==> src/rtl/instruction_fetch_stage_pkg.sv <==
// Shared types and constants for the instruction fetch stage (package arm_if_pkg).
package arm_if_pkg;
  localparam int          ADDR_W_DEFAULT  = 32;
  localparam int          INSTR_W         = 32;
  localparam int          PC_STEP_DEFAULT = 4;
  localparam logic [31:0] NOP_INSTR       = 32'h0;

  typedef struct packed {
    logic [INSTR_W-1:0]        instr;
    logic [ADDR_W_DEFAULT-1:0] pc4;
    logic                      valid;
  } if_id_t;
endpackage

==> src/rtl/instruction_fetch_stage_pc_register.sv <==
// Program counter register: sync reset, branch load beats enable, word alignment.
module pc_register #(
  parameter int                ADDR_W   = 32,
  parameter logic [ADDR_W-1:0] RESET_PC = '0
) (
  input  logic              clk,
  input  logic              rst,
  input  logic              ld,
  input  logic              en,
  input  logic [ADDR_W-1:0] d,
  output logic [ADDR_W-1:0] q
);
  logic [ADDR_W-1:0] pc_q, pc_d;

  always_comb begin
    pc_d = pc_q;
    if (ld || en) pc_d = {d[ADDR_W-1:2], 2'b00};
  end

  always_ff @(posedge clk) begin
    if (rst) pc_q <= RESET_PC;
    else     pc_q <= pc_d;
  end

  assign q = {pc_q[ADDR_W-1:2], 2'b00};
endmodule

==> src/rtl/instruction_fetch_stage.sv <==
// Fetch stage: PC, combinational imem address, IF/ID register with freeze/flush/branch.
// Define IF_FETCH_COUNT_EN to add saturating fetch_count / stall_count outputs.
module instruction_fetch_stage
  import arm_if_pkg::*;
#(
  parameter int                ADDR_W   = ADDR_W_DEFAULT,
  parameter logic [ADDR_W-1:0] RESET_PC = '0,
  parameter int                PC_STEP  = PC_STEP_DEFAULT
) (
  input  logic               clk,
  input  logic               rst,
  input  logic               freeze,
  input  logic               flush,
  input  logic               branch_taken,
  input  logic [ADDR_W-1:0]  branch_addr,
  output logic [ADDR_W-1:0]  imem_addr,
  input  logic [INSTR_W-1:0] imem_rdata,
  output logic [ADDR_W-1:0]  if_pc,
  output logic [INSTR_W-1:0] if_id_instr,
  output logic [ADDR_W-1:0]  if_id_pc4,
  output logic               if_id_valid
`ifdef IF_FETCH_COUNT_EN
  ,
  output logic [31:0]        fetch_count,
  output logic [31:0]        stall_count
`endif
);
  logic [ADDR_W-1:0] pc, pc_inc, pc_nxt;
  if_id_t            if_id_q, if_id_d;

  assign pc_inc = pc + ADDR_W'(PC_STEP);
  assign pc_nxt = branch_taken ? branch_addr : pc_inc;

  pc_register #(.ADDR_W(ADDR_W), .RESET_PC(RESET_PC)) u_pc (
    .clk (clk),
    .rst (rst),
    .ld  (branch_taken),
    .en  (~freeze),
    .d   (pc_nxt),
    .q   (pc)
  );

  assign imem_addr = pc;
  assign if_pc     = pc;

  // Branch inserts a bubble; pc4 of a bubble is meaningless and simply holds.
  always_comb begin
    if_id_d = if_id_q;
    if (branch_taken) begin
      if_id_d.instr = NOP_INSTR;
      if_id_d.valid = 1'b0;
    end else if (freeze) begin
      if_id_d.valid = if_id_q.valid & ~flush;
    end else begin
      if_id_d.instr = imem_rdata;
      if_id_d.pc4   = ADDR_W_DEFAULT'(pc_inc);
      if_id_d.valid = ~flush;
    end
  end

  always_ff @(posedge clk) begin
    if (rst) if_id_q <= '0;
    else     if_id_q <= if_id_d;
  end

  assign if_id_instr = if_id_q.instr;
  assign if_id_pc4   = if_id_q.pc4[ADDR_W-1:0];
  assign if_id_valid = if_id_q.valid;

`ifdef IF_FETCH_COUNT_EN
  logic [31:0] fetch_count_q, fetch_count_d, stall_count_q, stall_count_d;
  logic        fetch_inc, stall_inc;

  // Only a fresh, unflushed capture counts; a frozen entry that stays valid does not.
  assign fetch_inc = ~branch_taken & ~freeze & ~flush;
  assign stall_inc = ~branch_taken & freeze;

  always_comb begin
    fetch_count_d = fetch_count_q;
    stall_count_d = stall_count_q;
    if (fetch_inc && fetch_count_q != 32'hFFFF_FFFF) fetch_count_d = fetch_count_q + 32'd1;
    if (stall_inc && stall_count_q != 32'hFFFF_FFFF) stall_count_d = stall_count_q + 32'd1;
  end

  always_ff @(posedge clk) begin
    if (rst) begin
      fetch_count_q <= '0;
      stall_count_q <= '0;
    end else begin
      fetch_count_q <= fetch_count_d;
      stall_count_q <= stall_count_d;
    end
  end

  assign fetch_count = fetch_count_q;
  assign stall_count = stall_count_q;
`endif
endmodule

==> config.mk <==
export PLATFORM = sky130hd
export DESIGN_NAME = instruction_fetch_stage
export DESIGN_NICKNAME = d
export VERILOG_FILES = /design/src/rtl/instruction_fetch_stage_pkg.sv /design/src/rtl/instruction_fetch_stage_pc_register.sv /design/src/rtl/instruction_fetch_stage.sv
export SDC_FILE = /design/constraint.sdc
export NUM_CORES = 1
export LEC_CHECK = 0
export ABC_CLOCK_PERIOD_IN_PS = 2050
export CORE_ASPECT_RATIO = 1.1
export CORE_MARGIN = 10
export CORE_UTILIZATION = 35
export DETAILED_ROUTE_END_ITERATION = 8
export PLACE_DENSITY = 0.73
export SLEW_MARGIN = 30
export SYNTH_ARGS = -nofsm -noshare
export SYNTH_HDL_FRONTEND = slang
export SYNTH_SLANG_ARGS = --single-unit
==> constraint.sdc <==
create_clock -name clk -period 2.05 [get_ports clk]
set_input_delay 0.3075 -clock clk [delete_from_list [all_inputs] [get_ports clk]]
set_output_delay 0.3075 -clock clk [all_outputs]
set_load 0.05 [all_outputs]
---- Word level (Yosys, flattened, before mapping) ----
Index checks and enable logic that the tools add are counted.
storage, ports and cells
  flip-flop bits (word level) ............. 95
  bits of input ports ..................... 69
  output and inout bits ................... 129
  logic and storage cells ................. 14
cells by class
  add/subtract/negate cells ............... 1
  mux-type cells .......................... 2
  bitwise operators ....................... 4
  reductions and logical operators ........ 3
operator list
  operator                                                         number
  32-bit by 3-bit adder with 32-bit output, second input constant  1
  32-bit 2-to-1 mux                                                1
  1-bit inverter                                                   3
  2-bit AND reduction                                              1
  2-bit OR reduction                                               1
  1-bit AND                                                        1
  1-bit logical OR                                                 1
  1-bit 2-to-1 mux                                                 1

---- Depth between registers and ports, before layout ----
  depth after elaboration ................. 3
  gate-level depth with buffers ........... 7

---- By module ----
From an unflattened synthesis, not the netlist that was laid out.
second synthesis, totals
  cell total of the unflattened synthesis .. 560
  area total of the unflattened synthesis .. 4779.6 um^2
modules (own cells, without submodules)
  module                   instances  cells an instance  area an instance (um^2)
  instruction_fetch_stage  1          422                3532.1
  pc_register              1          138                1247.4

---- Least setup slack after synthesis ----
Ideal clock, no wire load.
  path kind ............................... reg-to-reg
  start ................................... reg u_pc.pc_q[6]
  end ..................................... reg if_id_q (netlist bit if_id_pc4[19])
  library setup time ...................... 0.091 ns
  arrival time ............................ 2.424 ns
  required time ........................... 1.959 ns
  slack ................................... -0.465 ns
  stages on the path, launching flop included .. 8
  buffers on the path ..................... 3
  cell sequence ........................... dfxtp_1 -> buf_2 -> nand4_1 -> buf_4 -> or4_4 -> buf_2 -> or3_1 -> a311oi_1
on the way
  word-level cells in the longest chain between the ends .. 1
ends and longest elaborated chain
  item                                      RTL line                                   text
  from (decl)                               instruction_fetch_stage_pc_register.sv:13  logic [ADDR_W-1:0] pc_q, pc_d;
  from (signal assigned)                    instruction_fetch_stage_pc_register.sv:22  else pc_q <= pc_d;
  32-bit by 3-bit adder with 32-bit output  instruction_fetch_stage.sv:31              assign pc_inc = pc + ADDR_W'(PC_STEP);
  to (signal assigned)                      instruction_fetch_stage.sv:63              else if_id_q <= if_id_d;
  to (decl)                                 instruction_fetch_stage.sv:29              if_id_t if_id_q, if_id_d;
No other way between the ends.
A chain may end at the register's enable or synchronous reset.

---- Worst setup path after layout ----
  start ................................... reg u_pc.pc_q[10]
  end ..................................... reg if_id_q (netlist bit if_id_pc4[24])
The elaborated chain is that of the path after synthesis.

==> impl_metrics.env <==
export IMPL_grt_usage_pct=17.46
export IMPL_layout_drive_gt1_share_pct=17.55
export IMPL_grt_pass1_vias=4768
export IMPL_initial_core_util_pct=35.41
export IMPL_port_buffers=189
export IMPL_worst_r2r_path_depth=5
export IMPL_path_class="reg -> reg"
export IMPL_vias_per_cell=5.310
export IMPL_r2r_end="if_id_pc4[24]$_SDFFE_PP0P_"
export IMPL_finalCritPeriodShare_pct=98.54
export IMPL_synthArstFlopShare_pct=0
export IMPL_ios=198
export IMPL_synth_area_per_cell_sq_um=8.592
export IMPL_power_switching_share_pct=33.20
export IMPL_max_vdd_ir_drop_v=0.0003629
export IMPL_tritoncts="yes"
export IMPL_rows=44
export IMPL_dieArea_sq_mm=0.01827
export IMPL_rsz0062_at_grt="yes"
export IMPL_grt_pass1_wl_um=25650
export IMPL_ys_types=42
export IMPL_postSynthCellCount=540
export IMPL_final_hold_violation_count=0
export IMPL_synth_edf_count=0
export IMPL_holdPathEnd="if_id_pc4[3]$_SDFFE_PP0P_"
export IMPL_tightest_slew_ps=612.9
export IMPL_first_pass_iters=4
export IMPL_fill_cells=1164
export IMPL_hpwl_um=12820
export IMPL_regArea_sq_mm=0.001931
export IMPL_die_x_um=129.8
export IMPL_yosysWarnings=0
export IMPL_skew_ps=9.908
export IMPL_timing_final_max_slew_violations=0
export IMPL_critPathCaptureType="register"
export IMPL_cts_root_buffer="clkbuf_16"
export IMPL_area_growth_pct=56.34
export IMPL_place_gp_congestion=0.8684
export IMPL_cp_start_kind="register"
export IMPL_wl_per_cell_um=18.60
export IMPL_setup_violations=0
export IMPL_synth_main_ff_cell="dfxtp_1"
export IMPL_cts_htree_levels=3
export IMPL_dp_cells=869
export IMPL_antenna_found_initial=0
export IMPL_synth_top_area_share_pct=40.13
export IMPL_max_freq_mhz=495.1
export IMPL_clkPwrFrac_pct=33.1
export IMPL_required_ps=2300
export IMPL_die_h_um=140.8
export IMPL_grt_overflow=0
export IMPL_clock_sinks=93
export IMPL_synth_area_leaders="dfxtp_1 40%, mux2i_1 7.1%, nor2_1 6.8%"
export IMPL_clkTransAtPathRegs_ps=70
export IMPL_yosysSeqAreaShare_pct=40.13
export IMPL_drc=0
export IMPL_final_nets=800
export IMPL_cts_buffer_depth=2
export IMPL_reg2reg_from="u_pc.pc_q[10]$_SDFFE_PP0P_"
export IMPL_crit_fanout=8
export IMPL_netlist_area_sq_mm=0.004639
export IMPL_clk_latency_ps=340
export IMPL_grt_max_degree=35
export IMPL_fin_crit_ps=2020
export IMPL_hold_ws_ps=460.5
export IMPL_max_slew_margin_pct=58.77
export IMPL_n_antenna_cell=0
export IMPL_p_leak_uw=0.002726
export IMPL_yosys_area_top_type="dfxtp_1"
export IMPL_p_int_uw=3348
export IMPL_hold_class="reg -> reg"
export IMPL_drt_total_wl_um=16660
export IMPL_r2r_slack_ps=30
export IMPL_min_path_cells=2
export IMPL_p_seq_share_pct=39.6
export IMPL_power_density_mw_per_mm2=691.1
export IMPL_postRouteAntennaNets=0
export IMPL_fin_util_pct=55.36
export IMPL_crit_arrival_ps=2270
export IMPL_cts_hold_buf=0
export IMPL_maxCapViolations=0
export IMPL_hold_start="if_id_pc4[3]$_SDFFE_PP0P_"
export IMPL_dr_total_vias=4758
export IMPL_multi_input_area_sq_mm=0.002386
export IMPL_first_iter_violations=352
export IMPL_switchingPower_uw=1664
export IMPL_ys_ff_latch=93
export IMPL_status="completed"
export IMPL_design_core_area_sq_mm=0.01310
export IMPL_finalNonFillerCells=896
export IMPL_combPwrFrac_pct=27.3
export IMPL_cts_buffers=9
cell usage after synthesis (all sizes together) (7+ instances only):
library cell / instances
nand2: 15
nor3: 13
mux2i: 33
a221oi: 7
buf: 44
nand3: 11
xnor2: 17
or3: 16
nand4: 11
dfxtp: 93
nor4: 13
inv: 14
nor2: 84
a211oi: 30
a21oi: 8
and4: 11
o21ai: 22
clkbuf: 35
a311oi: 19
repair_timing:
action / CTS / global route
pin swaps: 1 / 13
buffers inserted: 1 / 9
endpoints found under the setup margin: 12 / 13
gates resized for setup: 6 / 15
gates cloned: 0 / 1
critical path: stages (launching register included):
cell      delay (ps)
dfxtp_4          340
nand4_1          210
buf_6            210
or4_4            590
or3_1            320
a311oi_1         250
power by group through the flow:
stage / clock (uW) / combinational (uW) / sequential [uW]
2_1_floorplan: 0 / 527 / 2380
3_5_place_dp: 0 / 1360 / 2030
6_report: 1660 / 1370 / 1990
4_1_cts: 1690 / 1360 / 1990
5_1_grt: 1760 / 1440 / 2000
3_3_place_gp: 0 / 1350 / 2020
per-stage QoR:
step           setup WS (ps)  TNS (ps)  total power (uW)  instance area, sq um
2_1_floorplan         -2.426    -2.426              2905                  4787
3_3_place_gp           20.26         0              3371                  6805
3_5_place_dp          -49.74    -136.7              3391                  6805
4_1_cts                1.617         0              5037                  7116
5_1_grt               -50.25    -170.5              5197                  7253
6_report               30.00         0              5013                  7253
layout make-up:
class,instances,area share (%)
flip-flops and latches,93,26.62
well taps,161,2.777
clock buffers,12,3.692
multi-input cells,360,32.90
repair buffers,252,32.91
clock inverters,4,0.3795
inverters,14,0.7245
layer usage:
metal / global-route usage [%] / vias up / wire [um]
li1: - / 2306 / -
met1: 19.03 / 2236 / 6349
met2: 30.27 / 194 / 8344
met3: 6.789 / 22 / 1664
met4: 5.509 / 0 / 305
met5: 0 / - / 0
worst max-delay path by stage:
stage                               start                         end  slack (ps)  cells after the start
3_5_place_dp   u_pc.pc_q[13]$_SDFFE_PP0P_  if_id_pc4[20]$_SDFFE_PP0P_         -50                      5
5_1_grt        u_pc.pc_q[10]$_SDFFE_PP0P_  if_id_pc4[24]$_SDFFE_PP0P_         -50                      5
4_1_cts        u_pc.pc_q[28]$_SDFFE_PP0P_               imem_addr[28]           2                      1
6_report       u_pc.pc_q[10]$_SDFFE_PP0P_  if_id_pc4[24]$_SDFFE_PP0P_          30                      5
3_3_place_gp   u_pc.pc_q[13]$_SDFFE_PP0P_  if_id_pc4[22]$_SDFFE_PP0P_          20                      5
2_1_floorplan   u_pc.pc_q[4]$_SDFFE_PP0P_  if_id_pc4[31]$_SDFFE_PP0P_          -2                      5
sequential cells by signal (all words and copies together) (netlist names):
| register | cells |
|---|---|
| if_id_valid | 1 |
| if_id_instr | 32 |
| if_id_pc4 | 30 |
| u_pc.pc_q | 30 |
kinds of logic (layout without fill, tap and decap cells):
group	count (synthesis)	count (layout)	synth area share [%]
AND/OR/NAND/NOR	198	199	22.17
AO/OA/AOI/OAI	99	99	15.43
flip-flops	93	93	40.13
buffers and inverters	93	282	10.65
multiplexers	33	33	7.120
XOR/XNOR	22	22	4.153
adder cells (fa/ha/maj)	1	1	0.2696
other	1	6	0.08083
layout by cell type (no fill, tap or decap), types with 14 or more instances in the layout:
master	count
dfxtp_1	68
clkdlybuf4s50_1	175
a211oi_1	30
buf_4	62
nor2_1	83
nand2_1	15
xnor2_1	17
mux2i_1	33
a311oi_1	16
o21ai_0	22
inv_1	14
dfxtp_4	15
(Power assumes the default switching activity.)
